<file path="src/rtl/fir_pkg.sv">
// Shared constants, state encoding and coefficient type for the FIR coefficient loader.
package fir_pkg;

  localparam int NTAPS   = 21;  // coefficient count, equal to the FIR tap count
  localparam int CW      = 16;  // coefficient width
  localparam int NVERIFY = 16;  // taps checked on readback (indices 0..NVERIFY-1)
  localparam int GAP_DEF = 3;   // default idle cycles around each shift strobe
  localparam int AW      = 5;   // table address width
  localparam int SW      = 4;   // readback tap-select width

  typedef logic [CW-1:0] coef_t;

  typedef enum logic [1:0] {
    S_IDLE   = 2'd0,
    S_LOAD   = 2'd1,
    S_VERIFY = 2'd2
  } state_t;

endpackage

</file>
<file path="src/rtl/fir_coef_table.sv">
// Host-written coefficient table: NTAPS x CW register file, one synchronous
// write port and one asynchronous read port. Contents are deliberately not reset.
module fir_coef_table
  import fir_pkg::*;
(
  input  logic          clk,
  input  logic          wr_en,
  input  logic [AW-1:0] wr_addr,
  input  coef_t         wr_data,
  input  logic [AW-1:0] rd_addr,
  output coef_t         rd_data
);

  localparam logic [AW-1:0] DEPTH = AW'(NTAPS);

  coef_t mem [NTAPS];

  // Store host writes; addresses beyond the table are dropped silently.
  always_ff @(posedge clk) begin
    if (wr_en && (wr_addr < DEPTH)) begin
      mem[wr_addr] <= wr_data;
    end
  end

  // Combinational read so a write lands on the very next LOAD/VERIFY cycle.
  assign rd_data = (rd_addr < DEPTH) ? mem[rd_addr] : '0;

endmodule

</file>
<file path="src/rtl/fir_coef_loader.sv">
// FIR coefficient loader: shifts the coefficient table into the FIR tap chain
// (last tap first, GAP idle cycles before each strobe), then reads taps
// 0..NVERIFY-1 back through the FIR tap-select port and compares them.
module fir_coef_loader
  import fir_pkg::*;
#(
  parameter int GAP = GAP_DEF
) (
  input  logic          clk,
  input  logic          reset_n,
  input  logic          wr_en,
  input  logic [AW-1:0] wr_addr,
  input  logic [CW-1:0] wr_data,
  input  logic          start,
  output logic [CW-1:0] coef_out,
  output logic          coef_shift,
  output logic [SW-1:0] sel,
  input  logic [CW-1:0] coef_rb,
  output logic          busy,
  output logic          done,
  output logic          error,
  output logic [SW-1:0] err_idx
);

  localparam int            GW       = (GAP > 0) ? $clog2(GAP + 1) : 1;
  localparam logic [GW-1:0] GAP_L    = GW'(GAP);
  localparam logic [AW-1:0] LAST_IDX = AW'(NTAPS - 1);
  localparam logic [SW-1:0] LAST_VI  = SW'(NVERIFY - 1);

  state_t        state_reg, state_next;
  logic [AW-1:0] idx_reg, idx_next;       // table index being sent during LOAD
  logic [GW-1:0] gap_reg, gap_next;       // strobe fires when this reaches GAP
  logic [SW-1:0] sel_reg, sel_next;       // doubles as the VERIFY tap counter
  logic          phase_reg, phase_next;   // 0 = settle cycle, 1 = compare cycle
  logic          busy_reg, busy_next;
  logic          done_reg, done_next;
  logic          error_reg, error_next;
  logic [SW-1:0] err_idx_reg, err_idx_next;
  logic          ret_reg, ret_next;       // first IDLE cycle after finishing

  logic [AW-1:0] rd_addr;
  coef_t         tab_data;

  // One read port serves both phases: LOAD walks idx downwards, VERIFY walks sel upwards.
  assign rd_addr = (state_reg == S_VERIFY) ? AW'(sel_reg) : idx_reg;

  fir_coef_table u_table (
    .clk     (clk),
    .wr_en   (wr_en),
    .wr_addr (wr_addr),
    .wr_data (wr_data),
    .rd_addr (rd_addr),
    .rd_data (tab_data)
  );

  // Present the pending coefficient for the whole gap so it is settled before its strobe.
  assign coef_out   = (state_reg == S_LOAD) ? tab_data : '0;
  assign coef_shift = (state_reg == S_LOAD) && (gap_reg == GAP_L);
  assign sel        = sel_reg;
  assign busy       = busy_reg;
  assign done       = done_reg;
  assign error      = error_reg;
  assign err_idx    = err_idx_reg;

  // State and counter registers; reset aborts any operation in progress.
  always_ff @(posedge clk or negedge reset_n) begin
    if (!reset_n) begin
      state_reg   <= S_IDLE;
      idx_reg     <= '0;
      gap_reg     <= '0;
      sel_reg     <= '0;
      phase_reg   <= 1'b0;
      busy_reg    <= 1'b0;
      done_reg    <= 1'b0;
      error_reg   <= 1'b0;
      err_idx_reg <= '0;
      ret_reg     <= 1'b0;
    end else begin
      state_reg   <= state_next;
      idx_reg     <= idx_next;
      gap_reg     <= gap_next;
      sel_reg     <= sel_next;
      phase_reg   <= phase_next;
      busy_reg    <= busy_next;
      done_reg    <= done_next;
      error_reg   <= error_next;
      err_idx_reg <= err_idx_next;
      ret_reg     <= ret_next;
    end
  end

  // Next-state logic: accept start, pace the shift strobes, then settle/compare each tap.
  always_comb begin
    state_next   = state_reg;
    idx_next     = idx_reg;
    gap_next     = gap_reg;
    sel_next     = sel_reg;
    phase_next   = phase_reg;
    busy_next    = busy_reg;
    done_next    = 1'b0;
    error_next   = error_reg;
    err_idx_next = err_idx_reg;
    ret_next     = 1'b0;

    unique case (state_reg)
      S_IDLE: begin
        // A start coinciding with the return to IDLE is dropped via ret_reg.
        if (start && !ret_reg) begin
          state_next   = S_LOAD;
          busy_next    = 1'b1;
          error_next   = 1'b0;
          err_idx_next = '0;
          idx_next     = LAST_IDX;
          gap_next     = '0;
        end
      end

      S_LOAD: begin
        if (gap_reg == GAP_L) begin
          gap_next = '0;
          if (idx_reg == '0) begin
            state_next = S_VERIFY;
            sel_next   = '0;
            phase_next = 1'b0;
          end else begin
            idx_next = idx_reg - AW'(1);
          end
        end else begin
          gap_next = gap_reg + GW'(1);
        end
      end

      S_VERIFY: begin
        if (!phase_reg) begin
          phase_next = 1'b1;
        end else begin
          phase_next = 1'b0;
          if (coef_rb != tab_data) begin
            error_next   = 1'b1;
            err_idx_next = sel_reg;
            busy_next    = 1'b0;
            ret_next     = 1'b1;
            state_next   = S_IDLE;
          end else if (sel_reg == LAST_VI) begin
            done_next  = 1'b1;
            busy_next  = 1'b0;
            ret_next   = 1'b1;
            state_next = S_IDLE;
          end else begin
            sel_next = sel_reg + SW'(1);
          end
        end
      end

      default: begin
        state_next = S_IDLE;
      end
    endcase
  end

endmodule

</file>
<file path="config.mk">
export PLATFORM = sky130hd
export DESIGN_NAME = fir_coef_loader
export DESIGN_NICKNAME = d
export VERILOG_FILES = /design/src/rtl/fir_pkg.sv /design/src/rtl/fir_coef_table.sv /design/src/rtl/fir_coef_loader.sv
export SDC_FILE = /design/constraint.sdc
export NUM_CORES = 1
export LEC_CHECK = 0
export BUFFER_PORTS_ARGS = -buffer_cell sky130_fd_sc_hd__buf_2
export CELL_PAD_IN_SITES_DETAIL_PLACEMENT = 0
export CELL_PAD_IN_SITES_GLOBAL_PLACEMENT = 1
export CORE_ASPECT_RATIO = 0.6
export CORE_MARGIN = 5
export CORE_UTILIZATION = 40
export CTS_CLUSTER_SIZE = 20
export DETAILED_ROUTE_END_ITERATION = 16
export PLACE_DENSITY_LB_ADDON = 0.1
export SETUP_SLACK_MARGIN = 0.1
export SLEW_MARGIN = 10
export SYNTH_ARGS = -nofsm -noshare
export SYNTH_HDL_FRONTEND = slang
export SYNTH_SLANG_ARGS = --single-unit
</file>
<file path="constraint.sdc">
create_clock -name clk -period 4.6 [get_ports clk]
set_clock_uncertainty 0.15 [all_clocks]
set_input_delay 0.23 -clock clk [delete_from_list [all_inputs] [get_ports clk]]
set_output_delay 0.23 -clock clk [all_outputs]
set_load 0.03 [all_outputs]
</file>
-- Yosys cells after proc, flatten, opt, wreduce, memory -nomap -nowiden
Memories as Yosys holds them, arrays and structs flattened.
Cells that the tools add are included.
- register bits after elaboration: 22
- output and inout bits: 28
- memories kept: 1
- memory bits (writable): 336
- input port bits: 41
- word-level logic and storage cells: 95
- memory list (memory ; words ; bits a word ; read ports ; clocked after Yosys merged registers in ; wr ports ; RTL line ; source):
    u_table.mem ; 21 ; 16 ; 1 ; 0 ; 1 ; fir_coef_table.sv:16 ; coef_t mem [NTAPS];
- reduce and logical (&&, ||, !) cells: 16
- eq/ne operators: 14
- multiplexer cells: 49
- $lt $le $gt $ge: 2
- $add $sub $neg: 3
- operators by type and width (operator ; count):
    16-bit two-way mux ; 2
    4-bit two-way mux ; 8
    5-bit two-way mux ; 4
    1-bit two-way mux ; 19
    2-bit two-way mux ; 8
    16-bit inequality test ; 1
    4-bit one-hot mux with 2 select lines ; 2
    4-bit AND reduction ; 3
    5-bit < comparator (second input constant) ; 2
    2-bit inequality test (second input constant) ; 5
    5-bit one-hot mux with 2 select lines ; 1
    2-bit by 1-bit inequality test with 1-bit output (second input constant) ; 3
    1-bit one-hot mux with 2 select lines ; 3
    2-bit one-hot mux with 3 select lines ; 1
    6-bit AND reduction ; 1
    2-bit nonzero test ; 3
    5-bit logical NOT ; 1
    5-bit AND reduction ; 1
    5-bit by 1-bit subtractor with 5-bit output (second input constant) ; 1
    4-bit by 1-bit adder with 4-bit output (second input constant) ; 1
    2-bit == test (second input constant) ; 2
    4-bit == test (second input constant) ; 1
    2-bit one-hot mux with 2 select lines ; 1
    1-bit logical AND ; 3
    other kinds (7) ; 7

-- Longest topological paths before layout
- word-level depth: 8
- depth in mapped cells: 19
- depth with buffers taken out: 11

-- By module
From an unflattened synthesis, not the netlist that was laid out.
- cells, all modules: 828
- area, all modules: 14545.2 µm²
- by module, submodules not included (module ; times used ; cells each ; area an instance (µm²) ; seq. area each (µm²)):
    fir_coef_table ; 1 ; 674 ; 13123.8 ; 10089.7
    fir_coef_loader ; 1 ; 154 ; 1421.4 ; 550.5

-- Worst setup path after synthesis
OpenSTA, ideal clock, no wires.
- path type: flip-flop to flip-flop
- from: reg sel_reg[0], in the netlist sel[0]
- to: reg sel_reg[2], in the netlist sel[2]
- required time: 4372 ps
- path slack: 421 ps
- setup time: 78 ps
- buffers on the path: 4
- clock period less this slack: 4179 ps
- arrival time: 3952 ps
- stages on the path, launching flop included: 16
- path through: dfrtp_1 > buf_6 > and3b_1 > clkbuf_2 > a21o_1 > buf_6 > mux4_2 > mux2i_4 > nor3_2 > a2111oi_4 > nand4_1 > or4_1 > or4_1 > buf_2 > or4_1 > a21boi_1
- cells in the longest elaborated chain, start to end: 6
- elaborated cells on any way between the ends: 14
- classes of those cells: 1 x add/sub; 1 x order compare; 4 x eq/ne; 6 x mux; 1 x reduce/logical; 1 x memory
- ends and longest elaborated chain (element ; RTL line ; source):
    start, declared ; fir_coef_loader.sv:33 ; logic [SW-1:0] sel_reg, sel_next;
    start signal, assigned ; fir_coef_loader.sv:82 ; sel_reg <= sel_next;
    5-bit two-way mux ; fir_coef_loader.sv:45 ; assign rd_addr = (state_reg == S_VERIFY) ? AW'(sel_reg) : idx_reg;
    memory 21 x 16 bit / 5-bit < comparator (equally long branches) ; n/a ;
    16-bit two-way mux ; fir_coef_table.sv:26 ; assign rd_data = (rd_addr < DEPTH) ? mem[rd_addr] : '0;
    16-bit inequality test ; fir_coef_loader.sv:138 ; if (coef_rb != tab_data) begin
    2-bit inequality test (no source line) ; n/a ;
    6-bit AND reduction (no source line) ; n/a ;
Parallel ways exist; a longest one is shown, timed or not. The select of a mux whose other input is x is not followed.
A chain may end at the register's enable or synchronous reset.

-- Final worst setup path
- from: reg state_reg[0]
- to: reg sel_reg[2], in the netlist sel[2]
- cells in the longest elaborated chain, start to end: 7
- elaborated cells on any way between the ends: 15
- classes of those cells: 1 x order compare; 8 x eq/ne; 3 x mux; 2 x reduce/logical; 1 x memory
- ends and longest elaborated chain (element ; RTL line ; source):
    start, declared ; fir_coef_loader.sv:30 ; state_t state_reg, state_next;
    start signal, assigned ; fir_coef_loader.sv:79 ; state_reg <= state_next;
    2-bit == test ; fir_coef_loader.sv:45, fir_coef_loader.sv:105 ;
    5-bit two-way mux ; fir_coef_loader.sv:45 ;
    memory 21 x 16 bit / 5-bit < comparator (equally long branches) ; n/a ;
    16-bit two-way mux ; fir_coef_table.sv:26 ;
    16-bit inequality test ; fir_coef_loader.sv:138 ;
    2-bit inequality test (no source line) ; n/a ;
    6-bit AND reduction (no source line) ; n/a ;
Parallel ways exist; a longest one is shown, timed or not.

==> metrics <==
pre-CTS WS -0.3332 ns; final WL between 50 and 60 mm; diodes inserted 0; R2R Setup Slk about 0.084 ns; die footprint 43530 um2; mapped cell area between 15000 and 20000 um2; Hold Path Depth 1; HP Class in -> reg; fin. max-slew vios 0; cts bufs inserted 37; max FFs per register approximately 340; area delta synth->final 20.64%; first-pass GRT wire length just over 70 mm; crit path time final around 4.5 ns; Core Util, Final approximately half; vias in the first global route about 10000; worst endpoint required time slightly below 5 ns; Hold Path Sink u_table.mem[4][0]; # Max-Cap Violations 0; # nets final approximately 1300; Core Rows 56; Die Span Y 163.6 um; Synth Flop Type edfxtp_1; library cell with the largest summed area after synthesis edfxtp_1; GRT Total Usage a little under a quarter; WP data arrival slightly below 5 ns; clock sink count ~360; DP HPWL around 33 mm; setup violators final 0; area share of the largest cell type after synthesis 64.13%; drc violations 0; Final period util 98.18%; slew margin rel. 17.81%; Worst-Margin Slew 1.231 ns; Setup crit start kind flip-flop; die width roughly 270 um; gpl congestion 0.9374; Clock Tree Root clkbuf_16; initial antenna violation count 0; syn nets about 1200; layout cells sized above 1 about a quarter; H-tree depth 2; pwr/cell area slightly above 600 nW/um2; DR vias 10630; Post-synth EDFFs 336; ranking of synthesized cells by area edfxtp_1 (64%), mux2i_1 (7.0%), dfrtp_1 (3.5%); reg2reg path depth 14; detailed router's first-iteration violation count roughly 1100; Port Buffers slightly below 70; Initial Util just over 40%; post-route ant nets 0; endpoints failing hold 0; max frequency 221.4 MHz; reg2reg start state_reg[0]; list of most frequent post-synthesis cells edfxtp_1 (336), nand2_1 (112), mux2i_1 (110); register area between 10000 and 15000 um2; RSZ-0062 raised after global routing no; CP max FO 13; Leak ~6.8 nW; TritonCTS clock tree built; post-synthesis sequential element count about 360; WS Path Type reg -> reg; count leader, synth edfxtp_1; DR WL/cell 27.55 um; final worst setup slack 0.08358 ns; Ports 69; synth unique cells between 70 and 80; largest net degree at the start of global routing 39; Crit Reg-Reg Endpoint sel[2]; number of fill cells between 3000 and 4000; router iterations before antenna repair 7; Avg Cell Area, Syn approximately 14 um2; clock latency on the worst-skew pair 0.54 ns; core area a little under 40000 um2; status completed; YS warnings 0; Synth Instances 1142; footprint of the multi-input gates about 5000 um2; Vias/cell approximately 5.8; Hold Crit Start wr_data[0]; CP endpoint kind flip-flop; VDD IR max about 0.00027 V; Post-synth ARST share under 10%; Seq/Total Area, Yosys 67.63%; grt ovf 0; clock slew at reported path FFs around 0.060 ns; clk buf depth 3
logic make-up (layout without fill, tap and decap cells):
family	count (synthesis)	in the layout	synth area share (%)
muxes	123	123	8.501
buffers and inverters	106	274	2.998
and+or+nand+nor	290	290	8.620
xor gates and xnor gates	3	3	0.1670
AOI/OAI and AO/OA	258	259	11.77
adders and majority gates	4	4	0.3181
DFF	358	358	67.63
through the flow:
| step | instances | cell area, um2 | setup TNS [ns] | total power, mW | hold WS [ns] |
|---|---|---|---|---|---|
| detailed placement | 1749 | 17290 | -2.543 | 8.120 | 0.09313 |
| floorplan | 1142 | 15730 | 0 | 6.308 | -0.2156 |
| global route | 1833 | 18980 | 0 | 11.95 | 0.01583 |
| CTS | 1827 | 18660 | 0 | 11.22 | 0.001029 |
| global placement | 1749 | 17290 | -2.519 | 8.120 | 0.09037 |
| finish | 1833 | 18980 | 0 | 11.49 | 0.01128 |
final cells by class:
class | count | share of cell area, %
Timing Repair Buffer | 175 | 7.139
Tap cell | 522 | 3.441
Clock buffer | 50 | 5.412
Clock inverter | 17 | 0.8965
Sequential cell | 358 | 56.06
Inverter | 32 | 0.6328
Multi-Input combinational cell | 679 | 26.42
layer usage:
| layer | up-vias | global-route usage, % | share of wire, % |
|---|---|---|---|
| met2 | 466 | 31.01 | 41 |
| li1 | 4727 | - | - |
| met4 | 0 | 3.156 | 1.0 |
| met1 | 5392 | 37.06 | 49 |
| met3 | 41 | 4.983 | 8.7 |
| met5 | - | 0 | 0 |
worst max-delay path, stage by stage (launching register included):
cell      delay [ns]
dfrtp_1         0.39
nand2b_4        0.23
buf_4           0.24
a21o_4          0.25
buf_12          0.18
mux2i_1         0.25
o221ai_1        0.21
a211oi_1        0.74
nor2_1          0.12
a21oi_1         0.16
o311ai_0        0.19
or4_4           0.57
buf_4           0.20
or4_1           0.40
a21boi_1        0.15
cell usage in the layout (no fill, tap or decap), types with 6 or more instances in the layout:
| cell | n |
|---|---|
| nand2_1 | 111 |
| dlygate4sd3_1 | 7 |
| nor3_1 | 21 |
| mux4_2 | 6 |
| clkinv_2 | 8 |
| a311oi_2 | 9 |
| nor2_1 | 46 |
| a31oi_1 | 7 |
| o221ai_1 | 10 |
| buf_6 | 7 |
| mux2i_1 | 106 |
| buf_12 | 12 |
| dfrtp_1 | 22 |
| a22oi_1 | 6 |
| edfxtp_1 | 336 |
| a211oi_2 | 6 |
| o211ai_1 | 20 |
| o21ai_0 | 17 |
| a222oi_1 | 9 |
| clkbuf_16 | 40 |
| nand2b_1 | 31 |
| buf_2 | 68 |
| buf_4 | 80 |
| nand3_1 | 19 |
| a21oi_1 | 53 |
| a211oi_1 | 44 |
| nor2_2 | 16 |
| inv_1 | 32 |
| clkbuf_1 | 10 |
how the worst max path moves through the flow:
stage	cells past startpoint	slack, ns	from	end
2_1_floorplan	15	0.42	sel[0]	sel[2]
3_3_place_gp	14	-0.36	state_reg[0]	sel[2]
3_5_place_dp	14	-0.33	state_reg[0]	sel[2]
4_1_cts	14	0.10	state_reg[0]	sel[2]
5_1_grt	14	0.1	state_reg[1]	sel[2]
6_report	14	0.08	state_reg[0]	sel[2]
report_power, final:
part | switching [mW] | total [mW] | leakage [nW] | internal [mW]
Clock | 1.26 | 3.00 | 0.585 | 1.74
Sequential | 0.0892 | 3.73 | 3.30 | 3.64
Combinational | 2.99 | 4.76 | 2.89 | 1.77
repair_timing:
item / in CTS / in global routing
cloned: 0 / 2
setup endpoints to repair: 13 / 12
hold buffers: 7 / 0
endpoints found under the hold margin: 133 / 0
buffers inserted: 4 / 4
gates resized for setup: 10 / 53
pin swaps: 2 / 5
Note: power is estimated with default switching activity, not from simulation.
